## src/rtl/ste_chain_matcher_if.sv

```systemverilog
// Stream, configuration and report signals of the STE chain matcher.
interface ste_chain_matcher_if #(
  parameter int unsigned BEAT_W   = 16,
  parameter int unsigned OFFSET_W = 32,
  parameter int unsigned ADDR_W   = 2
);
  logic                in_valid;
  logic                in_ready;
  logic [BEAT_W-1:0]   in_data;
  logic                in_sop;
  logic                cfg_we;
  logic [ADDR_W-1:0]   cfg_addr;
  logic [BEAT_W-1:0]   cfg_value;
  logic [BEAT_W-1:0]   cfg_mask;
  logic                cfg_self;
  logic                rpt_valid;
  logic                rpt_ready;
  logic [OFFSET_W-1:0] rpt_offset;

  modport master (
    output in_valid, in_data, in_sop,
    output cfg_we, cfg_addr, cfg_value, cfg_mask, cfg_self,
    output rpt_ready,
    input  in_ready, rpt_valid, rpt_offset
  );

  modport slave (
    input  in_valid, in_data, in_sop,
    input  cfg_we, cfg_addr, cfg_value, cfg_mask, cfg_self,
    input  rpt_ready,
    output in_ready, rpt_valid, rpt_offset
  );
endinterface

```

## src/rtl/ste_chain_matcher.sv

```systemverilog
// Linear chain of programmable state-transition elements with a one-deep
// report buffer carrying the offset of the beat that fired the last STE.
module ste_chain_matcher #(
  parameter int unsigned SYMBOL_W   = 8,
  parameter int unsigned SYMBOLS    = 2,
  parameter int unsigned DEPTH      = 3,
  parameter int unsigned START_MODE = 0,
  parameter int unsigned OFFSET_W   = 32
) (
  input logic               clock,
  input logic               reset_n,
  ste_chain_matcher_if.slave bus
);

  localparam int unsigned BEAT_W = SYMBOLS * SYMBOL_W;

  // Per-STE configuration; STE0 has no predecessor so it keeps no self-loop bit.
  logic [BEAT_W-1:0]   r_value [DEPTH];
  logic [BEAT_W-1:0]   r_mask  [DEPTH];
  logic [DEPTH-1:1]    r_self;

  // Chain state and report buffer.
  logic [DEPTH-1:1]    r_act;
  logic [OFFSET_W-1:0] r_off_cnt;
  logic                r_rpt_valid;
  logic [OFFSET_W-1:0] r_rpt_offset;

  logic                w_in_ready;
  logic                w_acc;
  logic                w_cfg_hit;
  logic [OFFSET_W-1:0] w_beat_off;
  logic [DEPTH-1:0]    w_cmp;
  logic [DEPTH-1:0]    w_en;
  logic [DEPTH-1:0]    w_match;

  // Handshake, beat offset and per-STE compare/enable.
  always_comb begin
    w_cmp      = '0;
    w_en       = '0;
    w_in_ready = !r_rpt_valid || bus.rpt_ready;
    w_acc      = bus.in_valid && w_in_ready;
    w_cfg_hit  = bus.cfg_we && (32'(bus.cfg_addr) < DEPTH);
    w_beat_off = bus.in_sop ? '0 : r_off_cnt;
    for (int unsigned i = 0; i < DEPTH; i++) begin
      w_cmp[i] = ((bus.in_data ^ r_value[i]) & r_mask[i]) == '0;
    end
    w_en[0] = (START_MODE != 0) ? bus.in_sop : 1'b1;
    for (int unsigned i = 1; i < DEPTH; i++) begin
      w_en[i] = r_act[i] && !bus.in_sop;
    end
    w_match = w_en & w_cmp;
  end

  // Run-time configuration; out-of-range addresses are dropped.
  always_ff @(posedge clock or negedge reset_n) begin
    if (!reset_n) begin
      for (int unsigned i = 0; i < DEPTH; i++) begin
        r_value[i] <= '0;
        r_mask[i]  <= '1;
      end
      r_self <= '0;
    end else if (w_cfg_hit) begin
      r_value[bus.cfg_addr] <= bus.cfg_value;
      r_mask[bus.cfg_addr]  <= bus.cfg_mask;
      if (bus.cfg_addr != '0) begin
        r_self[bus.cfg_addr] <= bus.cfg_self;
      end
    end
  end

  // Activation propagation and offset counting on accepted beats only.
  always_ff @(posedge clock or negedge reset_n) begin
    if (!reset_n) begin
      r_act     <= '0;
      r_off_cnt <= '0;
    end else if (w_acc) begin
      for (int unsigned i = 1; i < DEPTH; i++) begin
        r_act[i] <= w_match[i-1] || (r_self[i] && w_match[i]);
      end
      r_off_cnt <= w_beat_off + OFFSET_W'(1);
    end
  end

  // Report buffer: a new hit refills it even while the old entry is popped.
  always_ff @(posedge clock or negedge reset_n) begin
    if (!reset_n) begin
      r_rpt_valid  <= 1'b0;
      r_rpt_offset <= '0;
    end else if (w_acc && w_match[DEPTH-1]) begin
      r_rpt_valid  <= 1'b1;
      r_rpt_offset <= w_beat_off;
    end else if (bus.rpt_ready) begin
      r_rpt_valid  <= 1'b0;
    end
  end

  assign bus.in_ready   = w_in_ready;
  assign bus.rpt_valid  = r_rpt_valid;
  assign bus.rpt_offset = r_rpt_offset;

endmodule

```

## src/flat_wrapper.sv

```systemverilog
// flat-port wrapper written by rule: the top's interface ports become plain ports
module ste_chain_matcher_flat 
#(
  parameter int unsigned SYMBOL_W   = 8,
  parameter int unsigned SYMBOLS    = 2,
  parameter int unsigned DEPTH      = 3,
  parameter int unsigned START_MODE = 0,
  parameter int unsigned OFFSET_W   = 32
)
  (clock, reset_n, bus_in_valid, bus_in_data, bus_in_sop, bus_cfg_we, bus_cfg_addr, bus_cfg_value, bus_cfg_mask, bus_cfg_self, bus_rpt_ready, bus_in_ready, bus_rpt_valid, bus_rpt_offset);
  ste_chain_matcher_if #(.BEAT_W(16), .OFFSET_W(OFFSET_W), .ADDR_W(2)) bus_i ();
  input logic clock;
  input logic reset_n;
  input wire logic [$bits(bus_i.in_valid)-1:0] bus_in_valid;
  input wire logic [$bits(bus_i.in_data)-1:0] bus_in_data;
  input wire logic [$bits(bus_i.in_sop)-1:0] bus_in_sop;
  input wire logic [$bits(bus_i.cfg_we)-1:0] bus_cfg_we;
  input wire logic [$bits(bus_i.cfg_addr)-1:0] bus_cfg_addr;
  input wire logic [$bits(bus_i.cfg_value)-1:0] bus_cfg_value;
  input wire logic [$bits(bus_i.cfg_mask)-1:0] bus_cfg_mask;
  input wire logic [$bits(bus_i.cfg_self)-1:0] bus_cfg_self;
  input wire logic [$bits(bus_i.rpt_ready)-1:0] bus_rpt_ready;
  output wire logic [$bits(bus_i.in_ready)-1:0] bus_in_ready;
  output wire logic [$bits(bus_i.rpt_valid)-1:0] bus_rpt_valid;
  output wire logic [$bits(bus_i.rpt_offset)-1:0] bus_rpt_offset;
  assign bus_i.in_valid = bus_in_valid;
  assign bus_i.in_data = bus_in_data;
  assign bus_i.in_sop = bus_in_sop;
  assign bus_i.cfg_we = bus_cfg_we;
  assign bus_i.cfg_addr = bus_cfg_addr;
  assign bus_i.cfg_value = bus_cfg_value;
  assign bus_i.cfg_mask = bus_cfg_mask;
  assign bus_i.cfg_self = bus_cfg_self;
  assign bus_i.rpt_ready = bus_rpt_ready;
  assign bus_in_ready = bus_i.in_ready;
  assign bus_rpt_valid = bus_i.rpt_valid;
  assign bus_rpt_offset = bus_i.rpt_offset;
  ste_chain_matcher #(.SYMBOL_W(SYMBOL_W), .SYMBOLS(SYMBOLS), .DEPTH(DEPTH), .START_MODE(START_MODE), .OFFSET_W(OFFSET_W)) u_core (.clock(clock), .reset_n(reset_n), .bus(bus_i));
endmodule
```

## config.mk

```make
export PLATFORM = sky130hd
export DESIGN_NAME = ste_chain_matcher_flat
export DESIGN_NICKNAME = d
export VERILOG_FILES = /design/src/rtl/ste_chain_matcher_if.sv /design/src/rtl/ste_chain_matcher.sv /design/src/flat_wrapper.sv
export SDC_FILE = /design/constraint.sdc
export NUM_CORES = 1
export LEC_CHECK = 0
export ABC_AREA = 1
export BUFFER_PORTS_ARGS = -buffer_cell sky130_fd_sc_hd__buf_2
export CAP_MARGIN = 40
export CORE_AREA = 2 2 147 149
export DETAILED_ROUTE_END_ITERATION = 8
export DIE_AREA = 0 0 149 151
export HOLD_SLACK_MARGIN = 0.02
export PLACE_DENSITY = 0.69
export SYNTH_ARGS = -nofsm -noshare
export SYNTH_HDL_FRONTEND = slang
export SYNTH_SLANG_ARGS = --single-unit
```

## constraint.sdc

```tcl
create_clock -name clock -period 3.55 [get_ports clock]
set_clock_uncertainty 0.05 [all_clocks]
set_input_delay 0.355 -clock clock [delete_from_list [all_inputs] [get_ports clock]]
set_output_delay 0.355 -clock clock [all_outputs]
set_load 0.1 [all_outputs]
```

==> flow_metrics.env <==
export IMPL_grt_pass1_vias=6528
export IMPL_outcome="finished clean"
export IMPL_first_pass_iters=5
export IMPL_rows=53
export IMPL_design_area_mm2=0.00956
export IMPL_clkSlewWorstSetupHoldPaths_ps=80
export IMPL_syn_num_nets=1136
export IMPL_drtIter0Drc=377
export IMPL_dp_hpwl_mm=13.5
export IMPL_ys_ff_latch=165
export IMPL_route_vias_total=6893
export IMPL_worstPathArrival_ps=2420
export IMPL_ys_warn_count=0
export IMPL_drc=0
export IMPL_hold_viol_final=0
export IMPL_crit_type="reg2reg"
export IMPL_critPathLaunchType="flop"
export IMPL_synth_cell_area_mm2=0.00822
export IMPL_syn_area_per_cell_um2=7.63
export IMPL_end_kind="flop"
export IMPL_wirelength_mm=19.1
export IMPL_ios=91
export IMPL_max_freq_mhz=465
export IMPL_slew_headroom=0.504
export IMPL_htreeDepth=4
export IMPL_antenna_found_initial=1
export IMPL_setup_violations=0
export IMPL_cts_root_buf="clkbuf_16"
export IMPL_drv_slew=0
export IMPL_die_area_mm2=0.0225
export IMPL_via_per_inst=4.76
export IMPL_peakVddDrop_mv=0.334
export IMPL_hp_class="in2reg"
export IMPL_dp_slack_ps=1120
export IMPL_grt_usage=0.179
export IMPL_grt_max_degree=77
export IMPL_die_w_um=149
export IMPL_p_per_area_mw_per_mm2=485
export IMPL_tritoncts="built"
export IMPL_routedWlPerCell_um=13.2
export IMPL_cts_path_max_buffers=2
export IMPL_cp_data_required_time_ps=3820
export IMPL_grt_overflow_total=0
export IMPL_rsz0062_at_grt="no"
export IMPL_worst_pin_slew_ps=744
export IMPL_cts_resized=0
export IMPL_cts_sinks=165
export IMPL_syn_to_final_growth_pct=16.2
export IMPL_maxCapViolCount=0
export IMPL_drive_gt1_frac=0.191
export IMPL_start_util=0.395
export IMPL_worst_r2r_setup_slack_ps=1400
export IMPL_setup_slack_ps=1400
export IMPL_ys_types=34
export IMPL_n_antenna_cell=0
export IMPL_portBuffers=90
export IMPL_fp_coreArea_mm2=0.0208
export IMPL_synth_seq_area_share=0.509
export IMPL_reg2regPathDepth=9
export IMPL_gp_congestion=0.852
export IMPL_fin_tns_setup_ps=0
export IMPL_cts_buffers=17
export IMPL_synthCells=1078
export IMPL_grt_pass1_wl_mm=32.1
export IMPL_fin_nets=1219
export IMPL_antenna_left=0
export IMPL_place_area_mm2=0.00895
export IMPL_fin_crit_ps=2150
export IMPL_clk_latency_ps=430
export IMPL_die_h_um=151
export IMPL_whs_path_depth=3
export IMPL_p_leak_uw=0.00464
export IMPL_cp_max_fo=33
export IMPL_min_period_over_period=0.605
export IMPL_postLayoutCoreUtil=0.459
==> placed cells by master, fill, tap and decap left out, types with 3 or more instances in the layout <==
master,n
nand4_1,3
nand2_2,6
xnor2_1,9
nand2_1,387
o21ai_0,107
dfstp_2,48
dfrtp_1,117
nor2_1,83
inv_6,6
nor3_1,4
o21ai_1,20
nor2_4,12
clkbuf_16,17
nand3_1,71
inv_8,3
nand3_2,4
buf_4,6
buf_2,89
xor2_1,6
inv_1,127
nor2_2,12
or2_2,7
or2_1,6
clkinv_8,4
a21oi_1,3
==> metal layers <==
metal  GRT usage  vias up  share of wire
li1            -     3512              -
met1       0.231     3227           0.45
met2       0.312      134           0.49
met3      0.0343       18          0.039
met4      0.0448        2          0.011
met5           0        -        0.00068
==> flip-flops by register name (all words and copies together), names as in the netlist <==
register,count
u_core.bus.rpt_valid,1
u_core.r_self,2
u_core.r_mask,48
u_core.r_off_cnt,32
u_core.r_act,2
u_core.r_value,48
u_core.bus.rpt_offset,32
==> cell families after synthesis <==
logic type                 Yosys count  share of synthesized area
and+or+nand+nor                    601                      0.312
DFF                                165                      0.509
buffers and inverters              164                     0.0805
AOI/OAI and AO/OA                  132                     0.0811
xor gates and xnor gates            15                     0.0160
adders and majority gates            1                    0.00152
==> per-stage QoR <==
stage | std cells | total power (uW) | hold slack (ps)
after CTS | 1449 | 4700 | 118
after floorplan | 1078 | 2620 | 9.41
after global routing | 1449 | 4890 | 129
after global placement | 1415 | 2810 | 390
after detailed placement | 1416 | 2830 | 397
final | 1449 | 4640 | 128
==> worst paths after layout <==
kind                                                        from                                    end
max                             u_core.bus.rpt_valid$_DFFE_PN0P_       u_core.r_off_cnt[23]$_DFFE_PN0P_
min                                              bus_cfg_mask[6]           u_core.r_mask[6]$_DFFE_PN1P_
max reg2reg                     u_core.bus.rpt_valid$_DFFE_PN0P_       u_core.r_off_cnt[23]$_DFFE_PN0P_
min reg2reg                u_core.bus.rpt_offset[21]$_DFFE_PN0P_  u_core.bus.rpt_offset[21]$_DFFE_PN0P_
max in group asynchronous                                reset_n          u_core.r_mask[21]$_DFFE_PN1P_
min in group asynchronous                                reset_n  u_core.bus.rpt_offset[16]$_DFFE_PN0P_
==> final cells by class <==
cell class / count / area, um2
Fill cell: 2094 / 11300
Sequential cell: 165 / 4190
Tap cell: 275 / 344
Multi-Input combinational cell: 749 / 3390
Clock inverter: 15 / 173
Inverter: 129 / 484
Timing Repair Buffer: 99 / 552
Clock buffer: 17 / 425
==> synthesized netlist by cell type, drive strengths merged <==
master / n / area, um2
a21oi: 3 / 15.0
o211ai: 1 / 7.51
dfstp: 48 / 1260
buf: 16 / 106
nand2: 394 / 1500
nand3b: 2 / 15.0
inv: 128 / 480
clkbuf: 19 / 71.3
nand3: 75 / 380
nor3: 6 / 40.0
dfrtp: 117 / 2930
o21ai: 128 / 644
nor2: 107 / 522
ha: 1 / 12.5
xnor2: 9 / 78.8
or2: 14 / 87.6
nand4: 3 / 18.8
xor2: 6 / 52.6
clkinv: 1 / 3.75
==> worst max-delay path: stages, from the launching register on <==
cell and delay [ps]:
dfrtp_1 390, inv_1 60, nor2_1 60, nor2_4 120, buf_4 360, nand2_1 550, nand2_1 270, inv_1 60
nand2_1 70, nand2_1 50
==> power by group <==
part	switching (uW)	internal, uW
Sequential	120	2130
Clock	896	955
Combinational	340	199
Total	1360	3280
==> repair_timing <==
action                    in CTS  in global routing
hold endpoints to repair      55                  0
hold buffers                   1                  0
buffers inserted               0                  0
No activity file was read; power rests on OpenSTA's default activity.
